**src/rtl/mem_port_arbiter.sv**
```systemverilog
// mem_port_arbiter: shares one byte-wide DRAM port among NUM_REQ execution units
// (load, store, fetch) with round-robin grant and an optional per-requester lock.
//
// Optional feature: define ARB_HOLD_LIMIT_EN to bound a locked owner to MAX_HOLD
// consecutive completions while another requester is waiting.
//
// Ports
//   clk, rst              clock; asynchronous active-high reset
//   req_valid/lock/we     per-requester request, keep-grant, write-enable
//   req_addr/req_wdata    flattened per-requester address / write data
//   req_ready             completion strobe, only the owner's bit can be set
//   req_rdata             DRAM read data broadcast to all requesters
//   mem_req/we/addr/wdata DRAM request side, driven from the owner while granted
//   mem_ready/mem_rdata   DRAM completion and read data
//   grant_id, busy        current owner and grant-held flag
module mem_port_arbiter #(
   parameter int unsigned NUM_REQ    = 3,
   parameter int unsigned ADDR_WIDTH = 24,
   parameter int unsigned DATA_WIDTH = 8,
   parameter int unsigned MAX_HOLD   = 64,
   localparam int unsigned ID_W      = (NUM_REQ > 1) ? $clog2(NUM_REQ) : 1
) (
   input  logic                            clk,
   input  logic                            rst,
   input  logic [NUM_REQ-1:0]              req_valid,
   input  logic [NUM_REQ-1:0]              req_lock,
   input  logic [NUM_REQ-1:0]              req_we,
   input  logic [NUM_REQ*ADDR_WIDTH-1:0]   req_addr,
   input  logic [NUM_REQ*DATA_WIDTH-1:0]   req_wdata,
   output logic [NUM_REQ-1:0]              req_ready,
   output logic [DATA_WIDTH-1:0]           req_rdata,
   output logic                            mem_req,
   output logic                            mem_we,
   output logic [ADDR_WIDTH-1:0]           mem_addr,
   output logic [DATA_WIDTH-1:0]           mem_wdata,
   input  logic                            mem_ready,
   input  logic [DATA_WIDTH-1:0]           mem_rdata,
   output logic [ID_W-1:0]                 grant_id,
   output logic                            busy
);

   localparam logic [0:0] ST_IDLE    = 1'b0;
   localparam logic [0:0] ST_GRANTED = 1'b1;

   // Elaboration-time sanity check on the configuration.
   if (NUM_REQ < 1 || MAX_HOLD < 1) begin : g_bad_cfg
      $error("mem_port_arbiter: NUM_REQ and MAX_HOLD must be at least 1");
   end

   logic [0:0]            state_q, state_d;
   logic [ID_W-1:0]       grant_q, grant_d;
   logic [ID_W-1:0]       rr_ptr_q, rr_ptr_d;

   logic                  granted;
   logic                  own_valid, own_lock, own_we;
   logic [ADDR_WIDTH-1:0] own_addr;
   logic [DATA_WIDTH-1:0] own_wdata;
   logic [NUM_REQ-1:0]    owner_oh;
   logic                  xfer_done;
   logic                  hold_hit;
   logic                  drop_c;
   logic                  pick_found;
   logic [ID_W-1:0]       pick_id;
   logic [ID_W-1:0]       next_ptr;

   assign granted = (state_q == ST_GRANTED);

   // Select the current owner's request signals.
   always_comb begin
      own_valid = 1'b0;
      own_lock  = 1'b0;
      own_we    = 1'b0;
      own_addr  = '0;
      own_wdata = '0;
      owner_oh  = '0;
      for (int unsigned i = 0; i < NUM_REQ; i++) begin
         if (grant_q == ID_W'(i)) begin
            own_valid   = req_valid[i];
            own_lock    = req_lock[i];
            own_we      = req_we[i];
            own_addr    = req_addr[i*ADDR_WIDTH +: ADDR_WIDTH];
            own_wdata   = req_wdata[i*DATA_WIDTH +: DATA_WIDTH];
            owner_oh[i] = 1'b1;
         end
      end
   end

   // DRAM side follows the owner combinationally; everything is quiet outside GRANTED.
   assign mem_req   = granted & own_valid;
   assign mem_we    = granted & own_we;
   assign mem_addr  = granted ? own_addr  : '0;
   assign mem_wdata = granted ? own_wdata : '0;
   assign xfer_done = mem_req & mem_ready;
   assign req_ready = xfer_done ? owner_oh : '0;
   assign req_rdata = mem_rdata;
   assign grant_id  = grant_q;
   assign busy      = granted;

   // Round-robin pick: rotate requests so rr_ptr sits at bit 0, take the first set bit.
   always_comb begin
      logic [2*NUM_REQ-1:0] dbl;
      logic [2*NUM_REQ-1:0] rot;
      int unsigned          sum;
      dbl        = {req_valid, req_valid};
      rot        = dbl >> rr_ptr_q;
      pick_found = 1'b0;
      pick_id    = '0;
      sum        = 0;
      for (int unsigned i = 0; i < NUM_REQ; i++) begin
         if (!pick_found && rot[i]) begin
            pick_found = 1'b1;
            sum        = 32'(rr_ptr_q) + i;
            if (sum >= NUM_REQ) sum = sum - NUM_REQ;
            pick_id    = ID_W'(sum);
         end
      end
   end

   assign next_ptr = (grant_q == ID_W'(NUM_REQ-1)) ? '0 : grant_q + ID_W'(1);

   // Release on unlocked completion, unlocked withdrawal, or hold limit.
   assign drop_c = granted & ((xfer_done & ~own_lock) | (~own_valid & ~own_lock) | hold_hit);

`ifdef ARB_HOLD_LIMIT_EN
   localparam int unsigned HOLD_W = $clog2(MAX_HOLD + 1);

   logic [HOLD_W-1:0] hold_cnt_q, hold_cnt_d;
   logic              others_pending;

   assign others_pending = |(req_valid & ~owner_oh);

   // Count locked completions while someone else waits; the MAX_HOLD-th one forces release.
   always_comb begin
      hold_cnt_d = hold_cnt_q;
      hold_hit   = 1'b0;
      if (granted && others_pending && xfer_done && own_lock &&
          hold_cnt_q == HOLD_W'(MAX_HOLD - 1)) begin
         hold_hit = 1'b1;
      end
      if (!granted || !others_pending || drop_c || hold_hit) begin
         hold_cnt_d = '0;
      end else if (xfer_done && own_lock) begin
         hold_cnt_d = hold_cnt_q + HOLD_W'(1);
      end
   end

   always_ff @(posedge clk or posedge rst) begin
      if (rst) hold_cnt_q <= '0;
      else     hold_cnt_q <= hold_cnt_d;
   end
`else
   assign hold_hit = 1'b0;
`endif

   // Next-state logic.
   always_comb begin
      state_d  = state_q;
      grant_d  = grant_q;
      rr_ptr_d = rr_ptr_q;
      case (state_q)
         ST_IDLE: begin
            if (pick_found) begin
               state_d = ST_GRANTED;
               grant_d = pick_id;
            end
         end
         ST_GRANTED: begin
            if (drop_c) begin
               state_d  = ST_IDLE;
               rr_ptr_d = next_ptr;
            end
         end
         default: state_d = ST_IDLE;
      endcase
   end

   always_ff @(posedge clk or posedge rst) begin
      if (rst) begin
         state_q  <= ST_IDLE;
         grant_q  <= '0;
         rr_ptr_q <= '0;
      end else begin
         state_q  <= state_d;
         grant_q  <= grant_d;
         rr_ptr_q <= rr_ptr_d;
      end
   end

endmodule

```
**config.mk**
```make
export PLATFORM = sky130hd
export DESIGN_NAME = mem_port_arbiter
export DESIGN_NICKNAME = d
export VERILOG_FILES = /design/src/rtl/mem_port_arbiter.sv
export SDC_FILE = /design/constraint.sdc
export NUM_CORES = 1
export LEC_CHECK = 0
export BUFFER_PORTS_ARGS = -buffer_cell sky130_fd_sc_hd__buf_2
export CORE_MARGIN = 3
export CORE_UTILIZATION = 34
export CTS_CLUSTER_DIAMETER = 60
export DETAILED_ROUTE_END_ITERATION = 12
export PLACE_DENSITY_LB_ADDON = 0.15
export SLEW_MARGIN = 20
export SYNTH_ARGS = -nofsm -noshare
export SYNTH_HDL_FRONTEND = slang
export SYNTH_SLANG_ARGS = --single-unit
```
**constraint.sdc**
```tcl
create_clock -name clk -period 2.35 [get_ports clk]
set_input_delay 0.235 -clock clk [delete_from_list [all_inputs] [get_ports clk]]
set_output_delay 0.235 -clock clk [all_outputs]
set_load 0.02 [all_outputs]
```
==> results.md, run 1 <==
* Die Y at 70 um
* Starting Density at 0.367
* Clock Skew at 0.000490 ns
* Syn Nets at 334
* Share of layout cells above drive strength 1 at 0.480
* Leak at 1.17 nW
* Top sig layer: met4
* I/O Buffers at 147
* Total Nets Final at 467
* Post-synth top cells: 69 x nor2_1, 36 x a21oi_1, 36 x mux2i_1, 13 x clkbuf_1, 8 x buf_4
* Maximum VDD drop at 568 uV
* P&R area growth vs syn at 54.7%
* Initial DRC count at 71
* Fillers at 393
* Initial DRT Pass Iterations at 4
* Routed wl met2 at 2580 um
* Worst path max stage delay at 0.51 ns
* Avg Cell Area, Syn at 6.51 sq um
* Avg WL per Cell at 13.2 um
* Sink Count at 5
* Cell-internal power at 0.00101 W
* Hold Fails Final Rpt at 0
* Setup TNS Final at 0 ns
* Global route overflow at 0
* Crit path kind: flip-flop to output pin
* EDFF count, synth at 0
* Power Density at 1100 nW/um^2
* Warnings, synthesis at 0
* Hold Path Class: input pin to flip-flop
* Remaining DRCs at 0
* Syn Std Cell Area at 1390 sq um
* TritonCTS Buffers at 3
* Multi-input gate area at 1100 sq um
* Metal3 WL at 399 um
* Worst-Margin Slew at 0.444 ns
* Worst-path cell chain: nor2b_2 > buf_4 > a21oi_1 > nor2_1 > buf_2
* CP endpoint kind: output pin
* CTS tree: done
* DRT antenna net count at 0
* Largest net degree at the start of global routing at 35
* DIE AREA at 4900 sq um
* Final WL at 5190 um
* Register bit count reported by yosys at 5
* Clk network pwr share at 0.068
* Chip Width at 70 um
* Critical Path Source Type: flip-flop
* I/O pin count at 164
* Initial antenna violation count at 0
* Worst EP required at 2.12 ns
* Register area share after synthesis at 0.0898
* Slew Limit Fails at 0
* Final worst slack at 0.286 ns
* FF/Latch Area at 126 sq um
* Run status: finished clean
* Setup violations, final at 0
* Yosys top cell by area: mux2i_1
* Clk_lat worst skew at 0.22 ns
* Switch share at 0.573
* RePlAce Congestion at 0.842
* Max-cap check violation count at 0
* WP data arrival at 1.83 ns
* RSZ-0062 raised after global routing: false
* Core ar. at 3800 sq um
* Max Root-Sink Buffers at 2
* Post-synth top flop: dfrtp_1
* Psw at 0.00136 W
* ANT cells at 0
* Vias in the first global route at 1897
* Seq pwr share at 0.088
* Vias at 1923
* Non-filler cells, final at 394
* Post-synth ARST share at 1.00
* Post-CTS Repair Setup Buffers at 0
* Max Freq at 0.484 GHz
* Met1 wire length at 2090 um
* Worst-path clk slew at 0.04 ns
* Hold WS at 0.416 ns
* # placed instances at 389
* Netlist cell types at 33
* CP max FO at 27
* Root Buffer Master: clkbuf_8
* Core Rows at 22
* DP HPWL at 4140 um
* Fin crit share at 0.878
* Main area contributors after synthesis: mux2i_1 26%, nor2_1 19%, a21oi_1 13%
* Fin crit period at 2.06 ns
* PostCTS Resize Cnt at 0
* Global-route wire length before repair at 8470 um
* Via density at 4.88
* Synth top area share at 0.259
* Place WS at 0.471 ns
* Logic pwr share at 0.844
* Max-slew headroom at 0.704
* Critical-path top delay cell: dfrtp_2
* Count leader, synth: nor2_1
* Global-route usage over all layers at 0.204
* Post-synthesis instance total at 214
* H-tree depth at 1
==> layer usage <==
metal / vias to the layer above / GRT usage
met2: 81 / 0.373
li1: 997 / -
met3: 10 / 0.0345
met4: 0 / 0.0766
met1: 835 / 0.235
met5: - / 0
==> critical path, delay by kind of cell (launching register included) <==
| kind | cells | cell delay [ns] |
|---|---|---|
| simple gates | 2 | 0.45 |
| compound gates | 1 | 0.11 |
| buf+inv | 2 | 0.52 |
| flops | 1 | 0.51 |
==> area by class of cell <==
type	instances	share of cell area
flip-flops and latches	5	0.0587
clock buffers	4	0.0209
inverters	6	0.0105
repair buffers	155	0.370
multi-input cells	176	0.512
well taps	48	0.0279
==> logic make-up (layout without fill, tap and decap cells) <==
| family | Yosys count | in the layout | share of synthesized area |
|---|---|---|---|
| DFF | 5 | 5 | 0.0898 |
| AOI/OAI and AO/OA | 47 | 47 | 0.193 |
| adders and majority gates | 4 | 4 | 0.0359 |
| and+or+nand+nor | 86 | 86 | 0.275 |
| muxes | 39 | 39 | 0.286 |
| buffers and inverters | 33 | 165 | 0.120 |
==> power groups by stage <==
stage | Sequential, W | Clock [W] | Combinational [W]
final | 0.000208 | 0.000162 | 0.00200
after global routing | 0.000219 | 0.000168 | 0.00221
after CTS | 0.000208 | 0.000164 | 0.00202
after detailed placement | 0.000208 | 0 | 0.00201
after global placement | 0.000206 | 0 | 0.00200
after floorplan | 0.000187 | 0 | 0.00144
==> registers in the layout, indices dropped and copies added (netlist names) <==
name and count:
busy 1, rr_ptr_q 2, grant_id 2
==> layout by cell type (no fill, tap or decap), types with 2 or more instances in the layout <==
| cell type | Yosys | layout |
|---|---|---|
| buf_2 | 5 | 147 |
| dfrtp_1 | 5 | 4 |
| nor3_1 | 3 | 3 |
| mux2i_1 | 36 | 36 |
| or2_2 | 2 | 2 |
| nor2_1 | 69 | 69 |
| a21oi_1 | 36 | 36 |
| buf_4 | 8 | 7 |
| mux2_2 | 2 | 2 |
| inv_1 | 5 | 5 |
| ha_1 | 4 | 4 |
| clkbuf_8 | 0 | 3 |
| a221o_1 | 3 | 3 |
| nand4b_1 | 2 | 2 |
| a31oi_1 | 2 | 2 |
| a22o_1 | 2 | 2 |
==> through the flow <==
stage / power [W] / utilization / cell area (sq um)
2_1_floorplan: 0.00163 / - / 1390
3_3_place_gp: 0.00221 / 0.553 / 2100
3_5_place_dp: 0.00222 / 0.553 / 2100
4_1_cts: 0.00239 / 0.567 / 2150
5_1_grt: 0.00260 / 0.567 / 2150
6_report: 0.00237 / 0.567 / 2150
==> timing repair <==
item,4_1_cts,5_1_grt
hold endpoints to repair,5,0
hold buffers,1,0
setup endpoints to repair,0,0
==> final timing paths <==
kind	start	end	slack [ns]	cells past startpoint
min in group asynchronous	rst	rr_ptr_q[0]	0.46	3
setup reg to reg	grant_id[1]	rr_ptr_q[1]	0.46	4
max in group asynchronous	rst	grant_id[1]	1.69	3
hold / removal	mem_ready	busy	0.42	4
setup / recovery	grant_id[1]	mem_addr[5]	0.29	5
hold reg to reg	rr_ptr_q[0]	rr_ptr_q[0]	0.71	2
Power figures use the tool's default switching activity.
==> inputs of run 2 (changes only) <==
==> constraint.sdc (replaced) <==
create_clock -name clk -period 2.03 [get_ports clk]
set_input_delay 0.203 -clock clk [delete_from_list [all_inputs] [get_ports clk]]
set_output_delay 0.203 -clock clk [all_outputs]
set_load 0.02 [all_outputs]
==> run 2 against run 1 <==
Via count up 1.6%. Count of clock-buffer cells in the layout unchanged. Total power grew 16%. Worst hold slack worse by 0.039 ns. Clock skew is 0.00071 ns higher. Clock power is 12% higher. Critical endpoint is now mem_addr[17]. First-iteration DRC count rose by 14%. Critical path type unchanged. Design area grew 0.35%. Register-to-register slack got worse by 0.21 ns. Flip-flop and latch count stayed put.
==> results.md, run 2 (synthesis gave the netlist of run 1 again) <==
* DRT antenna net count at 0
* Routed wl met2 at 2630 um
* Non-filler cells, final at 395
* Fin crit share at 0.916
* Global route overflow at 0
* Initial DRT Pass Iterations at 5
* Max-cap check violation count at 0
* I/O Buffers at 147
* Leak at 1.18 nW
* Core ar. at 3800 sq um
* Max Root-Sink Buffers at 2
* ANT cells at 0
* RSZ-0062 raised after global routing: false
* Clk_lat worst skew at 0.22 ns
* Run status: finished clean
* CP max FO at 23
* Chip Width at 70 um
* Max-slew headroom at 0.763
* Initial antenna violation count at 0
* Fin crit period at 1.86 ns
* Root Buffer Master: clkbuf_8
* Worst-Margin Slew at 0.355 ns
* TritonCTS Buffers at 3
* Starting Density at 0.367
* Via density at 4.95
* Post-CTS Repair Setup Buffers at 0
* Initial DRC count at 81
* Worst-path clk slew at 0.03 ns
* Maximum VDD drop at 628 uV
* Metal3 WL at 400 um
* Max Freq at 0.538 GHz
* Total Nets Final at 468
* Remaining DRCs at 0
* WP data arrival at 1.66 ns
* Hold Fails Final Rpt at 0
* Crit path kind: flip-flop to output pin
* Vias in the first global route at 1838
* Global-route wire length before repair at 8270 um
* Share of layout cells above drive strength 1 at 0.481
* H-tree depth at 1
* Clock Skew at 0.00120 ns
* Slew Limit Fails at 0
* Met1 wire length at 2100 um
* Sink Count at 5
* Worst EP required at 1.83 ns
* DP HPWL at 4080 um
* Setup violations, final at 0
* # placed instances at 390
* Final WL at 5190 um
* Avg WL per Cell at 13.1 um
* P&R area growth vs syn at 55.3%
* Top sig layer: met4
* Die Y at 70 um
* Vias at 1954
* Critical Path Source Type: flip-flop
* Global-route usage over all layers at 0.197
* Commonest non-fill, non-tap cell in the layout: buf_2
* Core Rows at 22
* I/O pin count at 164
* CTS tree: done
* Largest net degree at the start of global routing at 35
* CP endpoint kind: output pin
* Power Density at 1270 nW/um^2
* Most frequent cells in the layout: 147 x buf_2, 69 x nor2_1, 36 x a21oi_1, 36 x mux2i_1, 8 x buf_4
* RePlAce Congestion at 0.820
* Hold Path Class: input pin to flip-flop
* Setup TNS Final at 0 ns
* DIE AREA at 4900 sq um
==> run 2: changes by cell type in the layout (fill, tap and decap cells not counted) <==
cell	before	now
buf_4	7	8
o21ai_1	0	1
o21ai_0	1	0
==> run 2: worst paths after layout <==
kind / from / to / slack, ns / depth (start not counted)
max in group asynchronous: rst / grant_id[1] / 1.42 / 3
min in group asynchronous: rst / busy / 0.42 / 3
worst max register to register: grant_id[1] / rr_ptr_q[0] / 0.25 / 4
worst max-delay path: grant_id[1] / mem_addr[17] / 0.17 / 6
worst min-delay path: mem_ready / busy / 0.38 / 4
worst min register to register: rr_ptr_q[1] / rr_ptr_q[1] / 0.66 / 1
==> run 2: area by class of cell <==
cell class / instances / area, sq um
clock buffer: 4 / 45.0
fill: 414 / 1640
timing repair buffer: 156 / 806
tap: 48 / 60.1
multi-input combinational: 176 / 1100
inverter: 6 / 22.5
sequential: 5 / 126
==> run 2: timing repair <==
| action | CTS | global route |
|---|---|---|
| hold buffers | 1 | 0 |
| endpoints found under the hold margin | 5 | 0 |
| setup endpoints to repair | 0 | 1 |
| gates resized for setup | 0 | 1 |
==> run 2: routing by layer <==
metal / GRT usage / vias up
met5: 0 / -
met3: 0.0331 / 6
met2: 0.365 / 90
met1: 0.235 / 858
li1: - / 1000
met4: 0.0426 / 0
==> run 2: where the power goes <==
group          switching [W]  internal (W)
Clock              0.0000470      0.000135
Combinational        0.00145      0.000898
Sequential         0.0000670      0.000145
==> run 2: metrics by stage <==
stage | util | power [W] | worst slack [ns] | hold slack [ns] | cell area [sq um]
finish | 0.569 | 0.00274 | 0.170 | 0.377 | 2160
global route | 0.569 | 0.00301 | 0.0111 | 0.399 | 2160
CTS | 0.569 | 0.00277 | 0.0695 | 0.372 | 2160
detailed placement | 0.555 | 0.00257 | 0.263 | 0.114 | 2110
global placement | 0.555 | 0.00257 | 0.303 | 0.113 | 2110
floorplan | - | 0.00189 | 0.129 | -0.0185 | 1390
==> run 2: critical path, stage by stage (launching register included) <==
cell	delay, ns
dfrtp_2	0.43
buf_4	0.36
mux2i_1	0.23
nor2_1	0.05
a21oi_1	0.12
nor2_1	0.06
buf_2	0.17
